## src/rtl/n64_pi_pkg.sv

```systemverilog
// rtl/n64_pi_pkg.sv - shared types and constants for the N64 PI cartridge slave
package n64_pi_pkg;

  typedef enum logic [1:0] {
    ST_IDLE   = 2'd0,
    ST_ADDR   = 2'd1,
    ST_ACTIVE = 2'd2
  } pi_state_t;

  localparam logic [31:0] PI_ADDR_BASE_DEF = 32'h1000_0000;
  localparam logic [31:0] PI_ADDR_MASK_DEF = 32'hFC00_0000;
  localparam logic [15:0] PI_UNDERRUN_FILL = 16'hFFFF;

  // Error counters stick at all-ones instead of wrapping back to zero.
  function automatic logic [7:0] sat_inc8(input logic [7:0] v);
    return (v == 8'hFF) ? v : v + 8'd1;
  endfunction

endpackage

```

## src/rtl/n64_pi_sync.sv

```systemverilog
// rtl/n64_pi_sync.sv - multi-flop strobe synchroniser with rise/fall pulses
module n64_pi_sync #(
  parameter int   STAGES    = 2,
  parameter logic RESET_VAL = 1'b0
) (
  input  logic clk,
  input  logic resetn,
  input  logic d,
  output logic rise,
  output logic fall
);

  logic [STAGES-1:0] pipe;
  logic              last_d;

  // Shift the async strobe through the chain and keep a delayed copy of the last stage.
  always_ff @(posedge clk or negedge resetn) begin
    if (!resetn) begin
      pipe   <= {STAGES{RESET_VAL}};
      last_d <= RESET_VAL;
    end else begin
      pipe   <= {pipe[STAGES-2:0], d};
      last_d <= pipe[STAGES-1];
    end
  end

  assign rise = pipe[STAGES-1] & ~last_d;
  assign fall = ~pipe[STAGES-1] & last_d;

endmodule

```

## src/rtl/n64_pi_cart_slave.sv

```systemverilog
// rtl/n64_pi_cart_slave.sv - N64 PI cartridge-bus slave with read prefetch and posted writes
module n64_pi_cart_slave
  import n64_pi_pkg::*;
#(
  parameter logic [31:0] ADDR_BASE      = PI_ADDR_BASE_DEF,
  parameter logic [31:0] ADDR_MASK      = PI_ADDR_MASK_DEF,
  parameter int          MEM_AW         = 24,
  parameter int          SYNC_STAGES    = 2,
  parameter int          PREFETCH_DEPTH = 4
) (
  input  logic              clk,
  input  logic              resetn,
  input  logic [15:0]       N64_AD_in,
  output logic [15:0]       N64_AD_out,
  output logic              N64_AD_oe,
  input  logic              N64_ALE_H,
  input  logic              N64_ALE_L,
  input  logic              N64_READ_N,
  input  logic              N64_WRITE_N,
  output logic              mem_req,
  output logic              mem_we,
  output logic [MEM_AW-1:0] mem_addr,
  output logic [15:0]       mem_wdata,
  input  logic              mem_ack,
  input  logic [15:0]       mem_rdata,
  output logic [7:0]        underrun_cnt,
  output logic [7:0]        overrun_cnt
);

  localparam int                PTR_W     = $clog2(PREFETCH_DEPTH);
  localparam logic [PTR_W:0]    DEPTH_CNT = (PTR_W+1)'(PREFETCH_DEPTH);
  localparam logic [MEM_AW-1:0] BASE_IDX  = ADDR_BASE[MEM_AW:1];

  // Strobe edges, all aligned to the last synchroniser stage.
  logic ale_h_rise, ale_h_fall, ale_l_rise, ale_l_fall;
  logic read_rise, read_fall, write_rise, write_fall;

  n64_pi_sync #(.STAGES(SYNC_STAGES), .RESET_VAL(1'b0)) u_sync_ale_h (
    .clk(clk), .resetn(resetn), .d(N64_ALE_H), .rise(ale_h_rise), .fall(ale_h_fall));
  n64_pi_sync #(.STAGES(SYNC_STAGES), .RESET_VAL(1'b0)) u_sync_ale_l (
    .clk(clk), .resetn(resetn), .d(N64_ALE_L), .rise(ale_l_rise), .fall(ale_l_fall));
  n64_pi_sync #(.STAGES(SYNC_STAGES), .RESET_VAL(1'b1)) u_sync_read (
    .clk(clk), .resetn(resetn), .d(N64_READ_N), .rise(read_rise), .fall(read_fall));
  n64_pi_sync #(.STAGES(SYNC_STAGES), .RESET_VAL(1'b1)) u_sync_write (
    .clk(clk), .resetn(resetn), .d(N64_WRITE_N), .rise(write_rise), .fall(write_fall));

  // AD goes through the same depth so it lines up with the strobe edges.
  logic [15:0] ad_pipe [SYNC_STAGES];
  logic [15:0] ad_sync;

  // Delay line for the multiplexed AD bus.
  always_ff @(posedge clk or negedge resetn) begin
    if (!resetn) begin
      for (int i = 0; i < SYNC_STAGES; i++) ad_pipe[i] <= '0;
    end else begin
      ad_pipe[0] <= N64_AD_in;
      for (int i = 1; i < SYNC_STAGES; i++) ad_pipe[i] <= ad_pipe[i-1];
    end
  end

  assign ad_sync = ad_pipe[SYNC_STAGES-1];

  pi_state_t         state, state_next;
  logic              active, rd_go, wr_go, flush;
  logic [31:0]       bus_addr, bus_next, ale_addr;
  logic              ale_hit;
  logic [MEM_AW-1:0] ale_idx, bus_idx, bus_next_idx, fetch_idx;

  logic [15:0]       fifo_mem [PREFETCH_DEPTH];
  logic [PTR_W-1:0]  wr_ptr, rd_ptr;
  logic [PTR_W:0]    fifo_count;
  logic              fifo_empty, push, pop;
  logic              epoch, req_epoch;

  logic              wbuf_valid;
  logic [MEM_AW-1:0] wbuf_idx;
  logic [15:0]       wbuf_data;
  logic              wr_ack;

  assign ale_addr     = {bus_addr[31:16], ad_sync[15:1], 1'b0};
  assign ale_hit      = ((ale_addr & ADDR_MASK) == ADDR_BASE);
  assign bus_next     = bus_addr + 32'd2;
  assign ale_idx      = ale_addr[MEM_AW:1] - BASE_IDX;
  assign bus_idx      = bus_addr[MEM_AW:1] - BASE_IDX;
  assign bus_next_idx = bus_next[MEM_AW:1] - BASE_IDX;

  assign flush      = ale_l_fall | wr_go;
  assign fifo_empty = (fifo_count == '0);
  // Stale acks (epoch changed since issue) are dropped on the floor.
  assign push       = mem_req & mem_ack & ~mem_we & (req_epoch == epoch) & ~flush;
  assign pop        = rd_go & ~fifo_empty & ~flush;
  assign wr_ack     = mem_req & mem_ack & mem_we;

  logic unused_sigs;
  assign unused_sigs = &{1'b0, ale_h_rise, write_fall, bus_next[31:MEM_AW+1], bus_next[0]};

  // Bus-phase state register.
  always_ff @(posedge clk or negedge resetn) begin
    if (!resetn) state <= ST_IDLE;
    else         state <= state_next;
  end

  // Address phase opens on ALE_L rise and resolves to a hit or miss on ALE_L fall.
  always_comb begin
    state_next = state;
    if (ale_l_rise)                            state_next = ST_ADDR;
    else if (ale_l_fall && state == ST_ADDR)   state_next = ale_hit ? ST_ACTIVE : ST_IDLE;
  end

  // Bus strobes only act while the window is selected.
  always_comb begin
    active = 1'b0;
    rd_go  = 1'b0;
    wr_go  = 1'b0;
    if (state == ST_ACTIVE) begin
      active = 1'b1;
      rd_go  = read_fall;
      wr_go  = write_rise;
    end
  end

  // Bus address, AD drive, write buffer and error counters.
  always_ff @(posedge clk or negedge resetn) begin
    if (!resetn) begin
      bus_addr     <= '0;
      N64_AD_out   <= '0;
      N64_AD_oe    <= 1'b0;
      underrun_cnt <= '0;
      overrun_cnt  <= '0;
      wbuf_valid   <= 1'b0;
      wbuf_idx     <= '0;
      wbuf_data    <= '0;
    end else begin
      if (ale_l_rise)              bus_addr <= '0;
      else if (ale_h_fall)         bus_addr[31:16] <= ad_sync;
      else if (ale_l_fall)         bus_addr <= ale_addr;
      else if (rd_go || wr_go)     bus_addr <= bus_next;

      if (ale_l_rise || ale_l_fall || read_rise) N64_AD_oe <= 1'b0;
      else if (rd_go)                            N64_AD_oe <= 1'b1;

      if (rd_go) begin
        if (fifo_empty) begin
          N64_AD_out   <= PI_UNDERRUN_FILL;
          underrun_cnt <= sat_inc8(underrun_cnt);
        end else begin
          N64_AD_out   <= fifo_mem[rd_ptr];
        end
      end

      if (wr_go && !wbuf_valid) begin
        wbuf_valid <= 1'b1;
        wbuf_idx   <= bus_idx;
        wbuf_data  <= ad_sync;
      end else if (wr_ack) begin
        wbuf_valid <= 1'b0;
      end
      if (wr_go && wbuf_valid) overrun_cnt <= sat_inc8(overrun_cnt);
    end
  end

  // Prefetch FIFO pointers, fetch address and flush epoch.
  always_ff @(posedge clk or negedge resetn) begin
    if (!resetn) begin
      wr_ptr     <= '0;
      rd_ptr     <= '0;
      fifo_count <= '0;
      fetch_idx  <= '0;
      epoch      <= 1'b0;
    end else if (flush) begin
      wr_ptr     <= '0;
      rd_ptr     <= '0;
      fifo_count <= '0;
      epoch      <= ~epoch;
      fetch_idx  <= ale_l_fall ? ale_idx : bus_next_idx;
    end else begin
      if (push) begin
        wr_ptr    <= wr_ptr + PTR_W'(1);
        fetch_idx <= fetch_idx + MEM_AW'(1);
      end
      if (pop) rd_ptr <= rd_ptr + PTR_W'(1);
      case ({push, pop})
        2'b10:   fifo_count <= fifo_count + (PTR_W+1)'(1);
        2'b01:   fifo_count <= fifo_count - (PTR_W+1)'(1);
        default: fifo_count <= fifo_count;
      endcase
    end
  end

  // Prefetch data storage.
  always_ff @(posedge clk) begin
    if (push) fifo_mem[wr_ptr] <= mem_rdata;
  end

  // Backing-memory request: held until ack, posted write wins over prefetch.
  always_ff @(posedge clk or negedge resetn) begin
    if (!resetn) begin
      mem_req   <= 1'b0;
      mem_we    <= 1'b0;
      mem_addr  <= '0;
      mem_wdata <= '0;
      req_epoch <= 1'b0;
    end else if (mem_req) begin
      if (mem_ack) begin
        mem_req <= 1'b0;
        mem_we  <= 1'b0;
      end
    end else if (wbuf_valid) begin
      mem_req   <= 1'b1;
      mem_we    <= 1'b1;
      mem_addr  <= wbuf_idx;
      mem_wdata <= wbuf_data;
    end else if (active && !flush && fifo_count < DEPTH_CNT) begin
      mem_req   <= 1'b1;
      mem_we    <= 1'b0;
      mem_addr  <= fetch_idx;
      req_epoch <= epoch;
    end
  end

endmodule

```

## config.mk

```make
export PLATFORM = sky130hd
export DESIGN_NAME = n64_pi_cart_slave
export DESIGN_NICKNAME = d
export VERILOG_FILES = /design/src/rtl/n64_pi_pkg.sv /design/src/rtl/n64_pi_sync.sv /design/src/rtl/n64_pi_cart_slave.sv
export SDC_FILE = /design/constraint.sdc
export NUM_CORES = 1
export LEC_CHECK = 0
export ABC_AREA = 1
export BUFFER_PORTS_ARGS = -buffer_cell sky130_fd_sc_hd__buf_2
export CAP_MARGIN = 20
export CORE_MARGIN = 2
export CORE_UTILIZATION = 30
export CTS_CLUSTER_SIZE = 16
export DETAILED_ROUTE_END_ITERATION = 12
export PLACE_DENSITY = 0.57
export SLEW_MARGIN = 15
export SYNTH_ARGS = -nofsm -noshare
export SYNTH_HDL_FRONTEND = slang
export SYNTH_HIERARCHICAL = 1
export SYNTH_SLANG_ARGS = --single-unit
```

## constraint.sdc

```tcl
create_clock -name clk -period 4.25 [get_ports clk]
set_clock_uncertainty 0.05 [all_clocks]
set_input_delay 0.85 -clock clk [delete_from_list [all_inputs] [get_ports clk]]
set_output_delay 0.85 -clock clk [all_outputs]
set_load 0.005 [all_outputs]
```

==> impl_metrics.json <==
{
  "ant_nets": 0,
  "drc": 0,
  "clkSlewWorstSetupHoldPaths_ns": 0.06,
  "drv_slew": 0,
  "final_hold_viol_count": 0,
  "crit_required_ns": 4.63,
  "synth_area_um2": 12900,
  "setup_viol": 0,
  "fin_crit_sh": 0.660,
  "vias": 10100,
  "clk_latency_ns": 0.55,
  "core_area_um2": 42800,
  "grt_first_pass_wirelength_mm": 55.0,
  "place_area_um2": 14100,
  "gp_congestion": 0.923,
  "die_h_um": 212,
  "syn_inst": 1439,
  "arrival_ns": 3.19,
  "final_nets": 1599,
  "port_buffers": 113,
  "htreeDepth": 2,
  "dp_hpwl_mm": 24.4,
  "num_rows": 76,
  "p_leak_nw": 6.86,
  "rsz0062_at_grt": "false",
  "clk_root_buffer_cell": "clkbuf_16",
  "antenna_found_initial": 1,
  "wl_per_cell_um": 16.3,
  "clock_path_buffers": 3,
  "final_common_cell": "nand2_1",
  "ys.warnings.count": 6,
  "cts_hold_buffers": 0,
  "pre_cts_ws_ns": 1.47,
  "initial_core_util": 0.302,
  "max-slew-margin-rel": 0.398,
  "drive_above_1_share": 0.147,
  "critical_path_class": "flop to flop",
  "syn_to_final_growth_pct": 17.4,
  "synthesis.nets": 1487,
  "fp.dieArea_um2": 44800,
  "layout_common_cells": "358 x nand2_1, 220 x dfrtp_1, 184 x nor2_1",
  "die_w_um": 212,
  "fmax_mhz": 356,
  "first_pass_iters": 6,
  "final_area_um2": 15200,
  "cap_violations": 0,
  "end_kind": "flop",
  "crit_fanout": 29,
  "grt-ovfl-total": 0,
  "hold_path_class": "flop to flop",
  "post-route-min-period_ns": 2.81,
  "grt_max_degree": 105,
  "cts-buffers-inserted": 35,
  "grt_pass1_vias": 9864,
  "cts_resized": 0,
  "drt_iter0_markers": 676,
  "ir_drop_v": 0.000260,
  "fin_ws_ns": 1.44,
  "routed_wl_mm": 34.7,
  "hold_slack_ns": 0.295,
  "postSynthAreaPerCell_um2": 8.99,
  "tns_ns": 0,
  "cts_tree": "built",
  "cp-start-kind": "flop",
  "status": "complete, no violations",
  "vias_per_cell": 4.73,
  "worst_slew_pin_slew_ns": 0.902,
  "io_pins": 114,
  "postCtsSetupBuffers": 0,
  "grt_usage": 0.158,
  "cts_sinks": 290,
  "power.density_nw_per_um2": 499
}
## flip-flops by register name, indices dropped and copies added (netlist names), 2 cells and up
name / count
fifo_count: 3
wbuf_idx: 24
N64_AD_out: 16
overrun_cnt: 8
u_sync_ale_l/pipe: 2
u_sync_write/pipe: 2
fetch_idx: 24
ad_sync: 16
mem_addr: 24
wr_ptr: 2
u_sync_read/pipe: 2
state: 2
bus_addr: 31
rd_ptr: 2
wbuf_data: 16
mem_wdata: 16
fifo_mem: 64
u_sync_ale_h/pipe: 2
underrun_cnt: 8
ad_pipe: 16
## layout make-up
cell class	count	area [µm²]
antenna	1	2.50
sequential	290	7580
multi-input combinational	967	4610
inverter	131	493
tap	546	683
clock buffer	48	966
clock inverter	16	140
fill	4399	27600
timing repair buffer	126	698
## final timing paths
| path | start | endpoint | slack [ns] | cells past startpoint |
|---|---|---|---|---|
| min in group asynchronous | resetn | ad_pipe[21]$_DFF_PN0_ | 0.31 | 1 |
| max in group asynchronous | resetn | mem_addr[10]$_DFFE_PN0P_ | 2.90 | 2 |
| max | u_sync_ale_l/last_d$_DFF_PN0_ | fifo_count[2]$_DFFE_PN0P_ | 1.44 | 14 |
| min | ad_pipe[31]$_DFF_PN0_ | ad_sync[15]$_DFF_PN0_ | 0.30 | 0 |
| max reg2reg | u_sync_ale_l/last_d$_DFF_PN0_ | fifo_count[2]$_DFFE_PN0P_ | 1.44 | 14 |
| min reg2reg | ad_pipe[31]$_DFF_PN0_ | ad_sync[15]$_DFF_PN0_ | 0.30 | 0 |
## where the power goes
| group | total, mW | internal (mW) | switching, mW |
|---|---|---|---|
| clock | 2.90 | 1.68 | 1.22 |
| sequential | 3.50 | 3.18 | 0.315 |
| combinational | 1.18 | 0.438 | 0.745 |
## routing by layer
layer  track usage  part of all wire  up-vias
met5             0                 0        -
met4        0.0585             0.028        0
met3        0.0363             0.067       69
met2         0.241              0.44      299
met1         0.220              0.47     4765
li1              -                 -     4924
## per-stage QoR
step | instances | util | power [mW]
3_3_place_gp | 2060 | 0.329 | 4.72
4_1_cts | 2124 | 0.355 | 7.67
5_1_grt | 2125 | 0.355 | 7.99
2_1_floorplan | 1439 | - | 4.20
3_5_place_dp | 2060 | 0.329 | 4.74
6_report | 2125 | 0.355 | 7.58
## critical path, cell delays in order (launching register included)
cell     delay (ns)
dfrtp_1        0.38
inv_1          0.07
nor2_2         0.04
inv_2          0.30
nand2_4        0.25
inv_2          0.47
nand2_1        0.24
nor2_1         0.24
fa_1           0.23
xnor2_1        0.14
inv_1          0.06
nand2_1        0.06
nand2_1        0.05
nand3_1        0.06
nand2_1        0.06
Note: power is estimated with default switching activity, not from simulation.
